===== src/rtl/clk_reset_seq.sv =====
// Reset and clock-enable sequencer for the clk_2x domain: synchronises PLL lock,
// holds sys_reset for a fixed time, then emits divided ce strobes and a 1x phase.
module clk_reset_seq #(
  parameter int NUM_CH      = 2,
  parameter int DIV_W       = 8,
  parameter int DEFAULT_DIV = 2,
  parameter int SYNC_STAGES = 2,
  parameter int RESET_HOLD  = 16,
  localparam int CH_W       = (NUM_CH > 1) ? $clog2(NUM_CH) : 1
) (
  input  logic              clk_2x,
  input  logic              reset,
  input  logic              pll_locked,
  input  logic              div_load,
  input  logic [CH_W-1:0]   div_ch,
  input  logic [DIV_W-1:0]  div_value,
  output logic              sys_reset,
  output logic              ready,
  output logic              phase_1x,
  output logic [NUM_CH-1:0] ce
);

  localparam int HOLD_W = (RESET_HOLD > 1) ? $clog2(RESET_HOLD) : 1;
  localparam logic [HOLD_W-1:0] HOLD_INIT = HOLD_W'(RESET_HOLD - 1);
  localparam logic [DIV_W-1:0]  DIV_RST   = DIV_W'(DEFAULT_DIV);

  typedef enum logic [1:0] {ST_WAIT_LOCK, ST_HOLD, ST_RUN} state_t;

  state_t                 r_state;
  logic [SYNC_STAGES-1:0] r_sync;
  logic [HOLD_W-1:0]      r_hold;
  logic                   r_sys_reset;
  logic                   r_ready;
  logic                   r_phase;
  logic                   w_lock_s;
  logic                   w_run;
  logic                   w_stay_run;

  assign w_lock_s   = r_sync[SYNC_STAGES-1];
  assign w_run      = (r_state == ST_RUN);
  assign w_stay_run = w_run && w_lock_s;

  assign sys_reset = r_sys_reset;
  assign ready     = r_ready;
  assign phase_1x  = r_phase;

  always_ff @(posedge clk_2x) begin
    if (reset) begin
      r_sync      <= '0;
      r_state     <= ST_WAIT_LOCK;
      r_hold      <= '0;
      r_sys_reset <= 1'b1;
      r_ready     <= 1'b0;
      r_phase     <= 1'b0;
    end else begin
      r_sync <= {r_sync[SYNC_STAGES-2:0], pll_locked};
      case (r_state)
        ST_WAIT_LOCK: begin
          if (w_lock_s) begin
            r_state <= ST_HOLD;
            r_hold  <= HOLD_INIT;
          end
        end
        ST_HOLD: begin
          if (!w_lock_s) begin
            r_state <= ST_WAIT_LOCK;
          end else if (r_hold == '0) begin
            r_state     <= ST_RUN;
            r_sys_reset <= 1'b0;
            r_ready     <= 1'b1;
            r_phase     <= 1'b0;
          end else begin
            r_hold <= r_hold - HOLD_W'(1);
          end
        end
        ST_RUN: begin
          if (!w_lock_s) begin
            r_state     <= ST_WAIT_LOCK;
            r_sys_reset <= 1'b1;
            r_ready     <= 1'b0;
            r_phase     <= 1'b0;
          end else begin
            r_phase <= ~r_phase;
          end
        end
        default: begin
          r_state     <= ST_WAIT_LOCK;
          r_sys_reset <= 1'b1;
          r_ready     <= 1'b0;
          r_phase     <= 1'b0;
        end
      endcase
    end
  end

  for (genvar gi = 0; gi < NUM_CH; gi++) begin : g_ch
    logic [DIV_W-1:0] r_cnt;
    logic [DIV_W-1:0] r_active;
    logic [DIV_W-1:0] r_shadow;
    logic [DIV_W-1:0] w_last;
    logic             w_hit;
    logic             w_ce;

    // Divisors 0 and 1 both collapse to a terminal count of 0.
    assign w_last  = (r_active > DIV_W'(1)) ? (r_active - DIV_W'(1)) : '0;
    assign w_hit   = div_load && (int'(div_ch) == gi);
    assign w_ce    = w_run && (r_cnt == w_last);
    assign ce[gi]  = w_ce;

    always_ff @(posedge clk_2x) begin
      if (reset) begin
        r_cnt    <= '0;
        r_active <= DIV_RST;
        r_shadow <= DIV_RST;
      end else begin
        if (w_hit) begin
          r_shadow <= div_value;
        end
        if (!w_run) begin
          r_cnt <= '0;
          if (w_hit) begin
            r_active <= div_value;
          end
        end else if (w_ce) begin
          // New divisor only takes effect on a wrap so no period is cut short.
          r_cnt    <= '0;
          r_active <= w_hit ? div_value : r_shadow;
        end else begin
          r_cnt <= w_stay_run ? (r_cnt + DIV_W'(1)) : '0;
        end
      end
    end
  end

endmodule


===== config.mk =====
export PLATFORM = sky130hd
export DESIGN_NAME = clk_reset_seq
export DESIGN_NICKNAME = d
export VERILOG_FILES = /design/src/rtl/clk_reset_seq.sv
export SDC_FILE = /design/constraint.sdc
export NUM_CORES = 1
export LEC_CHECK = 0
export ABC_AREA = 1
export CAP_MARGIN = 20
export CORE_ASPECT_RATIO = 1.75
export CORE_MARGIN = 3
export CORE_UTILIZATION = 45
export CTS_BUF_LIST = sky130_fd_sc_hd__clkbuf_4 sky130_fd_sc_hd__clkbuf_8
export DETAILED_ROUTE_END_ITERATION = 8
export PLACE_DENSITY = 0.65
export SYNTH_ARGS = -nofsm -noshare
export SYNTH_HDL_FRONTEND = slang
export SYNTH_SLANG_ARGS = --single-unit

===== constraint.sdc =====
create_clock -name clk_2x -period 3.9 [get_ports clk_2x]
set_input_delay 0.39 -clock clk_2x [delete_from_list [all_inputs] [get_ports clk_2x]]
set_output_delay 0.39 -clock clk_2x [all_outputs]
set_load 0.05 [all_outputs]

==> run metrics, run 1 <==
mux contribution to synthesized area=4.87%; fraction of registers with async set/reset=0%; Worst Path Arrival=3.02 ns; global route total overflow=0; Slew HR=46.7%; largest net degree at the start of global routing=28; Cell variety after synth=31; clk_skew=0.00639 ns; Hold Vio Cnt, Final=0; H-tree depth=3; HP Class=reg2reg; first-pass GRT wire length=12,000 um; type of origin of the critical path=flip-flop; CP cell instances=clkinv_1 > ha_1 > nor2_1 > nor2_1 > nand2_2 > nand3_1 > a211oi_1 > nand3_1 > nor3_1 > clkdlybuf4s50_1; postcts setup bufs=0; Mapped Nets=504; Compound-Gate Fraction of Synth Area=9.43%; Yosys reg bits=59; drc violations=0; met2 wire len=3540 um; post-synthesis average cell area=6.80 um2; maximum root-to-sink buffer count=2; initial antenna violation count=0; crit path buf inv count=2; ANT nets after route=0; most frequent cells in the layout=nand2_1, nor2_1, dfxtp_1, inv_1, nand3_1; RSZ-0062 raised after global routing=no; Worst R2R Setup Slack=1.41 ns; worst hold slack=0.399 ns; EDFF count, synth=0; Core ar.=7010 um2; Port Buffer Count=17; fmax=0.293 GHz; adder-cell share of the synthesized area=2.66%; Crit. End Element=output port; DR WL met3=221 um; worst reg2reg endpoint=g_ch[1].r_cnt[3]; drt via density=5.05; final worst-path cycle share=87.6%; Worst Hold Path Cells=2; Area growth syn-to-layout=11.0%; Avg WL per Cell=11.8 um; status=finished clean; main combinational cell family by area after synthesis=simple AND/OR/NAND/NOR gates; Pins Over Slew Limit=0; GRT Total Usage=17.7%; CP max FO=16; r2r worst-path depth=12; Critical Path RT=3.51 ns; Rows=40; post-synthesis simple-gate area fraction=34.7%; ys flop type=dfxtp_1; power density over cell area=372 nW/um2; PostCTS Resize Cnt=0; DR pass1 iterations=6; commonest non-fill, non-tap cell in the layout=nand2_1; Via Count=2,964; Max Cap Violations=0; Yosys warnings=0; leakage power=1.66 nW; CTS tree=built; GPL Wtd Cong=0.851; worst vdd ir=0.000289 V; Mapped Area=3290 um2; Reg clk slew, reported paths=0.06 ns; I/O pin cnt=18; CTS Sinks=59; Die ar.=8420 um2; DP Cell Count=572; die height=119 um; Tot Pwr=1.36 mW; Inserted Clock Buffers=9; root buffer cell=clkbuf_8; layout cells sized above 1=7.36%; HPWL after DPL=5270 um; critical path's largest stage delay=0.82 ns; hold_sp=r_sync[0]; delay-heaviest family, CP=buffers and inverters; FF-to-FF Start=g_ch[1].r_active[0]; xor/xnor share of the synthesized area=2.13%; Crit-path slowest cell=clkdlybuf4s50_1; final setup vio count=0; clock latency on the worst-skew pair=0.35 ns; # diodes=0; starting DRC count in detailed routing=163; final core utilization=52.2%; Worst Tran Pin Value=0.797 ns; minimum clock period=3.41 ns; Syn Inst Count=484; CTS Hold Bufs=0; die width=70.7 um; Crit Path Class=reg2out; routed wire length=6920 um; met1 wire length=3040 um; fin nets=519; register area share after synthesis=35.9%; Hold Path End=r_sync[1]; Finished Layout Cells=587; vias in the first global route=2,740; Top Metal Used=met4; Initial Utilization=47.0%; post-route setup TNS=0 ns
cells by family after synthesis:
logic type                 count (synthesis)
buffers and inverters                     76
AOI/OAI and AO/OA                         57
xor gates and xnor gates                   8
adders and majority gates                  7
DFF                                       59
muxes                                     16
and+or+nand+nor                          261
worst reg2reg max path, cell delays in order, from the launching register on:
cell and delay, ns:
dfxtp_1 0.31, inv_1 0.18, ha_1 0.30, nor2_1 0.09
nor2_2 0.12, nand2_2 0.18, nand3_1 0.15, xor2_1 0.21
nand2_1 0.07, nor2_1 0.12, nand2_2 0.25, nand2_1 0.33
a21oi_1 0.07
metal layers:
layer,vias up,global-route usage (%)
met3,11,5.15
met1,1330,20.3
met5,-,0
li1,1592,-
met2,31,30.7
met4,0,6.35
registers in the layout, summed over array words and instances, names as in the netlist:
register	flops
r_hold	4
phase_1x	1
ready	1
g_ch.r_shadow	16
r_sync	2
g_ch.r_cnt	16
sys_reset	1
g_ch.r_active	16
r_state	2
synth_stat cells (all sizes together) (7+ instances only):
library cell,n,area [um2]
inv,60,225
nor2,74,285
buf,7,71.3
nand3,51,265
a21oi,25,140
dfxtp,59,1180
clkbuf,7,36.3
mux2i,16,160
nand2,106,413
xor2,7,61.3
nand4,14,87.6
nor3,10,50.1
ha,7,87.6
o21ai,27,135
area by class of cell:
| class | count | area, um2 |
|---|---|---|
| fillers | 723 | 3350 |
| multi-input cells | 349 | 1770 |
| flip-flops and latches | 59 | 1180 |
| inverters | 62 | 233 |
| clock buffers | 14 | 180 |
| repair buffers | 18 | 178 |
| well taps | 84 | 105 |
| clock inverters | 1 | 7.51 |
worst max path at each step:
stage                       end  slack (ns)                start  cells after the start
final                     ce[0]        0.49  g_ch[0].r_active[0]                     10
after global routing      ce[0]        0.20  g_ch[0].r_active[0]                     10
after CTS                 ce[0]        0.47  g_ch[0].r_active[0]                     10
after detailed placement  ce[0]        0.85  g_ch[0].r_active[0]                     10
after global placement    ce[0]        0.90  g_ch[0].r_active[0]                     10
after floorplan           ce[0]        1.65  g_ch[0].r_active[0]                     11
power breakdown:
group	leakage [nW]	switching [mW]	internal, mW	total (mW)
combinational	1.08	0.117	0.0745	0.192
sequential	0.482	0.0135	0.626	0.639
clock	0.0956	0.237	0.293	0.530
total	1.66	0.367	0.994	1.36
per-stage QoR:
stage | cell area (um2) | worst slack (ns)
6_report | 3650 | 0.485
5_1_grt | 3650 | 0.196
4_1_cts | 3650 | 0.469
3_5_place_dp | 3470 | 0.854
3_3_place_gp | 3470 | 0.902
2_1_floorplan | 3290 | 1.65
Note: power is estimated with default switching activity, not from simulation.
==> run 2: changes to the inputs <==
--- a/config.mk
+++ b/config.mk
@@ -7,12 +7,14 @@
 export LEC_CHECK = 0
 export ABC_AREA = 1
 export CAP_MARGIN = 20
+export CELL_PAD_IN_SITES_DETAIL_PLACEMENT = 1
+export CELL_PAD_IN_SITES_GLOBAL_PLACEMENT = 1
 export CORE_ASPECT_RATIO = 1.75
 export CORE_MARGIN = 3
 export CORE_UTILIZATION = 45
 export CTS_BUF_LIST = sky130_fd_sc_hd__clkbuf_4 sky130_fd_sc_hd__clkbuf_8
 export DETAILED_ROUTE_END_ITERATION = 8
-export PLACE_DENSITY = 0.65
+export PLACE_DENSITY = 0.84
 export SYNTH_ARGS = -nofsm -noshare
 export SYNTH_HDL_FRONTEND = slang
 export SYNTH_SLANG_ARGS = --single-unit
==> run metrics, run 2 (same netlist as run 1, synthesis figures left out) <==
CTS tree=built; Crit Path Class=reg2out; DR pass1 iterations=4 (-2); # fillers=971 (+34%); worst vdd ir=0.000279 V (-3.6%); HPWL after DPL=6390 um (+21%); leakage power=1.66 nW (+0.24%); # diodes=0 (unchanged); CP cell instances=clkinv_1 > ha_1 > nor2_1 > nor2_1 > nand2_2 > nand3_1 > a211oi_1 > nand3_1 > nor3_1 > clkdlybuf4s50_1; CTS Hold Bufs=0 (unchanged); drc violations=0 (unchanged); minimum clock period=3.55 ns (+0.132 ns); starting DRC count in detailed routing=78 (-52%); Crit-path slowest cell=clkdlybuf4s50_1; CP max FO=16 (unchanged); final worst-path cycle share=90.9% (+3.4 points); die width=70.7 um (unchanged); drt via density=5.27 (+4.4%); Port Buffer Count=17 (unchanged); I/O pin cnt=18 (unchanged); Hold Vio Cnt, Final=0 (unchanged); Worst Tran Pin Value=0.656 ns (-0.141 ns); clock latency on the worst-skew pair=0.35 ns (about the same); Slew HR=56.2% (+9.5 points); CTS Sinks=59 (unchanged); initial antenna violation count=0 (unchanged); Inserted Clock Buffers=9 (unchanged); HP Class=reg2reg; Pins Over Slew Limit=0 (unchanged); Reg clk slew, reported paths=0.06 ns (about the same); root buffer cell=clkbuf_8; clk_skew=0.00590 ns (-0.000491 ns); routed wire length=8220 um (+19%); critical path's largest stage delay=0.82 ns (about the same); Critical Path RT=3.51 ns (about the same); first-pass GRT wire length=13,900 um (+17%); GPL Wtd Cong=0.839 (-1.4%); Via Count=3,104 (+4.7%); Crit. End Element=output port; postcts setup bufs=0 (unchanged); type of origin of the critical path=flip-flop; PostCTS Resize Cnt=0 (unchanged); fin nets=520 (+0.19%); power density over cell area=369 nW/um2 (-0.87%); RSZ-0062 raised after global routing=no; Core ar.=7010 um2 (unchanged); largest net degree at the start of global routing=28 (unchanged); Initial Utilization=47.0% (unchanged); Die ar.=8420 um2 (unchanged); largest registers=g_ch.r_active (16), g_ch.r_cnt (16), g_ch.r_shadow (16); ANT nets after route=0 (unchanged); status=finished clean; r2r worst-path depth=12 (unchanged); H-tree depth=3 (unchanged); Max Cap Violations=0 (unchanged); global route total overflow=0 (unchanged); Rows=40 (unchanged); maximum root-to-sink buffer count=2 (unchanged); final setup vio count=0 (unchanged); layout cells sized above 1=7.72% (+0.37 points); Worst Hold Path Cells=2 (unchanged); most frequent cells in the layout=nand2_1, nor2_1, dfxtp_1, inv_1, nand3_1; vias in the first global route=3,182 (+16%); post-route setup TNS=0 ns (unchanged); commonest non-fill, non-tap cell in the layout=nand2_1; Tot Pwr=1.35 mW (-0.90%); GRT Total Usage=20.7% (+3.0 points); die height=119 um (unchanged); fmax=0.282 GHz (-3.7%); Area growth syn-to-layout=11.0% (about the same); Worst Path Arrival=3.16 ns (+0.14 ns); Avg WL per Cell=14.0 um (+18%)
-- run 2: cell count changes in the layout (fill, tap and decap cells not counted) --
cell      change
buf_4         +1
clkbuf_4      -2
clkbuf_8      -1
clkinv_2      +4
-- run 2: cell type report --
type / instances / area, um2 / area share [%]
Multi-Input combinational cell: 349 / 1770 / 48.5
Inverter: 62 / 233 / 6.37
Timing Repair Buffer: 19 / 185 / 5.07
Tap cell: 84 / 105 / 2.88
Sequential cell: 59 / 1180 / 32.3
Clock inverter: 5 / 27.5 / 0.753
Clock buffer: 11 / 151 / 4.14
-- run 2: routing by layer --
metal  GRT usage [%]  wire length [um]  vias up  share of wire (%)
li1                -                 -     1594                  -
met1            21.0              3320     1474                 40
met2            39.6              4560       22                 55
met3            3.04               130       14                1.6
met4            10.5               209        0                2.5
met5               0                 0        -                  0
-- run 2: critical path, delay by kind of cell (launching register included) --
kind / cells / cell delay (ns)
adders and majority gates: 1 / 0.32
buffers and inverters: 2 / 1.01
and+or+nand+nor: 6 / 0.82
AOI/OAI and AO/OA: 1 / 0.31
DFF: 1 / 0.34
-- run 2: final timing paths --
kind                       start                to  slack (ns)
max          g_ch[0].r_active[0]             ce[0]        0.35
min reg2reg            r_sync[0]         r_sync[1]        0.42
min                    r_sync[0]         r_sync[1]        0.42
max reg2reg  g_ch[0].r_active[0]  g_ch[0].r_cnt[5]        1.40
-- run 2: power breakdown --
group	internal [mW]	total (mW)	leakage, nW	switching (mW)
sequential	0.626	0.640	0.482	0.0144
combinational	0.0752	0.199	1.08	0.124
clock	0.260	0.509	0.0949	0.249
-- run 2: per-stage QoR --
| step | hold WS [ns] | instances | util, % | area [um2] | setup WS [ns] |
|---|---|---|---|---|---|
| 5_1_grt | 0.464 | 589 | 52.1 | 3650 | 0.153 |
| 4_1_cts | 0.422 | 589 | 52.1 | 3650 | 0.311 |
| 2_1_floorplan | 0.388 | 484 | - | 3290 | 1.65 |
| 3_5_place_dp | 0.413 | 573 | 49.6 | 3470 | 0.719 |
| 6_report | 0.422 | 589 | 52.1 | 3650 | 0.354 |
| 3_3_place_gp | 0.398 | 573 | 49.6 | 3470 | 0.912 |
==> run 3: changes to the inputs <==
==> constraint.sdc (replaced) <==
create_clock -name clk_2x -period 3.9 [get_ports clk_2x]
set_input_delay 0.78 -clock clk_2x [delete_from_list [all_inputs] [get_ports clk_2x]]
set_output_delay 0.78 -clock clk_2x [all_outputs]
set_load 0.05 [all_outputs]
==> run metrics, run 3 (same netlist as run 1, synthesis figures left out) <==
CTS Hold Bufs=0 (unchanged); Core ar.=7010 um2 (unchanged); Sw Pwr=0.390 mW (+0.61%); CTS tree=built; critical path's largest stage delay=0.54 ns (-0.28 ns); Initial Utilization=47.0% (unchanged); Worst Tran Pin Value=0.683 ns (+0.0272 ns); maximum root-to-sink buffer count=2 (unchanged); Avg WL per Cell=13.9 um (-0.45%); final setup vio count=0 (unchanged); # fillers=957 (-1.4%); Crit-path slowest cell=dlygate4sd2_1; H-tree depth=3 (unchanged); DR pass1 iterations=4 (unchanged); worst vdd ir=0.000230 V (-17%); GPL Wtd Cong=0.842 (+0.31%); cell internal pwr=0.962 mW (about the same); global route total overflow=0 (unchanged); crit path buf inv count=2 (unchanged); type of origin of the critical path=flip-flop; minimum clock period=3.58 ns (+0.0299 ns); drt via density=5.25 (-0.43%); Area growth syn-to-layout=11.3%; Max Cap Violations=0 (unchanged); Critical Path RT=3.12 ns (-0.39 ns); GRT Total Usage=20.9% (+0.18 points); final worst-path cycle share=91.7% (+0.77 points); Crit Path Class=reg2out; layout cells sized above 1=7.91% (+0.18 points); HP Class=reg2reg; Critical path origin=g_ch[0].r_active[0]; root buffer cell=clkbuf_8; Reg power frac=47.3% (-0.2 points); I/O pin cnt=18 (unchanged); Worst R2R Setup Slack=1.34 ns (-0.06 ns); HPWL after DPL=6430 um (+0.63%); clk_skew=0.00776 ns (+0.00186 ns); Via Count=3,096 (-0.26%); die width=70.7 um (unchanged); drc violations=0 (unchanged); starting DRC count in detailed routing=94 (+21%); Pins Over Slew Limit=0 (unchanged); initial antenna violation count=0 (unchanged); Comb pwr share=14.9% (about the same); ANT nets after route=0 (unchanged); routed wire length=8200 um (-0.28%); Rows=40 (unchanged); fmax=0.280 GHz (-0.84%); status=finished clean; clock latency on the worst-skew pair=0.35 ns (about the same); Reg clk slew, reported paths=0.07 ns (about the same); Port Buffer Count=17 (unchanged); CP max FO=16 (unchanged); Slew HR=54.4% (-1.8 points); CTS Sinks=59 (unchanged); Inserted Clock Buffers=9 (unchanged); worst hold slack=0.416 ns (-0.00604 ns); Reg area=1180 um2 (unchanged); largest registers=g_ch.r_active (16), g_ch.r_cnt (16), g_ch.r_shadow (16); CP cell instances=clkinv_1 > ha_1 > nor2_1 > nor2_1 > nand2_2 > nand3_1 > a211oi_1 > nand3_1 > nor3_1 > dlygate4sd2_1; commonest non-fill, non-tap cell in the layout=nand2_1; Crit. End Element=output port; leakage power=1.69 nW (+1.7%); delay-heaviest family, CP=simple AND/OR/NAND/NOR gates; die height=119 um (unchanged); Switching Share=28.9% (+0.11 points); post-route setup TNS=0 ns (unchanged); vias in the first global route=3,260 (+2.5%); power density over cell area=369 nW/um2 (about the same); Levels on crit path=10 (unchanged); FF-to-FF Start=g_ch[0].r_active[0]; Die ar.=8420 um2 (unchanged); largest net degree at the start of global routing=28 (unchanged); first-pass GRT wire length=14,100 um (+1.5%); CP Capture Point=ce[0]; # diodes=0 (unchanged); area of the multi-input gates=1770 um2 (unchanged); clock network power share=37.8% (about the same); fin nets=521 (+0.19%); Hold Vio Cnt, Final=0 (unchanged); worst reg2reg endpoint=g_ch[0].r_cnt[2]; most frequent cells in the layout=nand2_1, nor2_1, dfxtp_1, inv_1, nand3_1; r2r worst-path depth=14 (+2); RSZ-0062 raised after global routing=no; Worst Path Arrival=2.80 ns (-0.36 ns)
==> run 3: cell types whose count changed in the layout (fill, tap and decap cells not counted) <==
cell             before  now
clkdlybuf4s50_1      17   15
buf_4                 2    3
dlygate4sd2_1         0    1
dlymetal6s2s_1        0    1
==> run 3: worst min-delay path: stages, from the launching register on <==
cell     delay [ns]
dfxtp_1        0.30
inv_1          0.05
nor2_1         0.03
==> run 3: power by group through the flow <==
| stage | logic [mW] | clock network (mW) | registers (mW) |
|---|---|---|---|
| final | 0.201 | 0.511 | 0.640 |
| after global routing | 0.232 | 0.547 | 0.642 |
| after CTS | 0.203 | 0.526 | 0.640 |
| after detailed placement | 0.201 | 0 | 0.654 |
| after global placement | 0.191 | 0 | 0.652 |
| after floorplan | 0.151 | 0 | 0.650 |
==> run 3: repair_timing <==
| item | CTS | global route |
|---|---|---|
| setup buffers | 0 | 0 |
| gates resized for setup | 1 | 1 |
| setup endpoints to repair | 1 | 1 |
==> run 3: worst min path at each step <==
stage	startpoint	to	slack [ns]	cells after the start
final	r_sync[0]	r_sync[1]	0.42	2
after global routing	r_sync[0]	r_sync[1]	0.44	2
after CTS	r_sync[0]	r_sync[1]	0.41	2
after detailed placement	r_sync[0]	r_sync[1]	0.40	2
after global placement	r_sync[0]	r_sync[1]	0.40	2
after floorplan	r_sync[0]	r_sync[1]	0.39	2
==> run 3: final cells by class <==
class                           instances  share of cell area [%]
Timing Repair Buffer                   20                    5.30
Multi-Input combinational cell        349                    48.3
Sequential cell                        59                    32.3
Clock buffer                           11                    4.13
Inverter                               62                    6.35
Clock inverter                          5                   0.752
Tap cell                               84                    2.87
==> run 3: through the flow <==
step	instances	utilization (%)	cell area, um2	total power, mW	worst slack, ns
floorplan	484	-	3290	0.801	1.26
global placement	574	49.7	3480	0.843	0.498
detailed placement	574	49.7	3480	0.854	0.383
CTS	590	52.2	3660	1.37	0.0475
global route	590	52.3	3660	1.42	0.0433
finish	590	52.3	3660	1.35	0.324
==> run 3: routing by layer <==
metal | up-vias | routed length [um] | track usage, %
met5 | - | 0 | 0
met3 | 11 | 161 | 3.63
met2 | 22 | 4540 | 39.5
met4 | 0 | 146 | 8.24
met1 | 1461 | 3360 | 22.3
li1 | 1602 | - | -
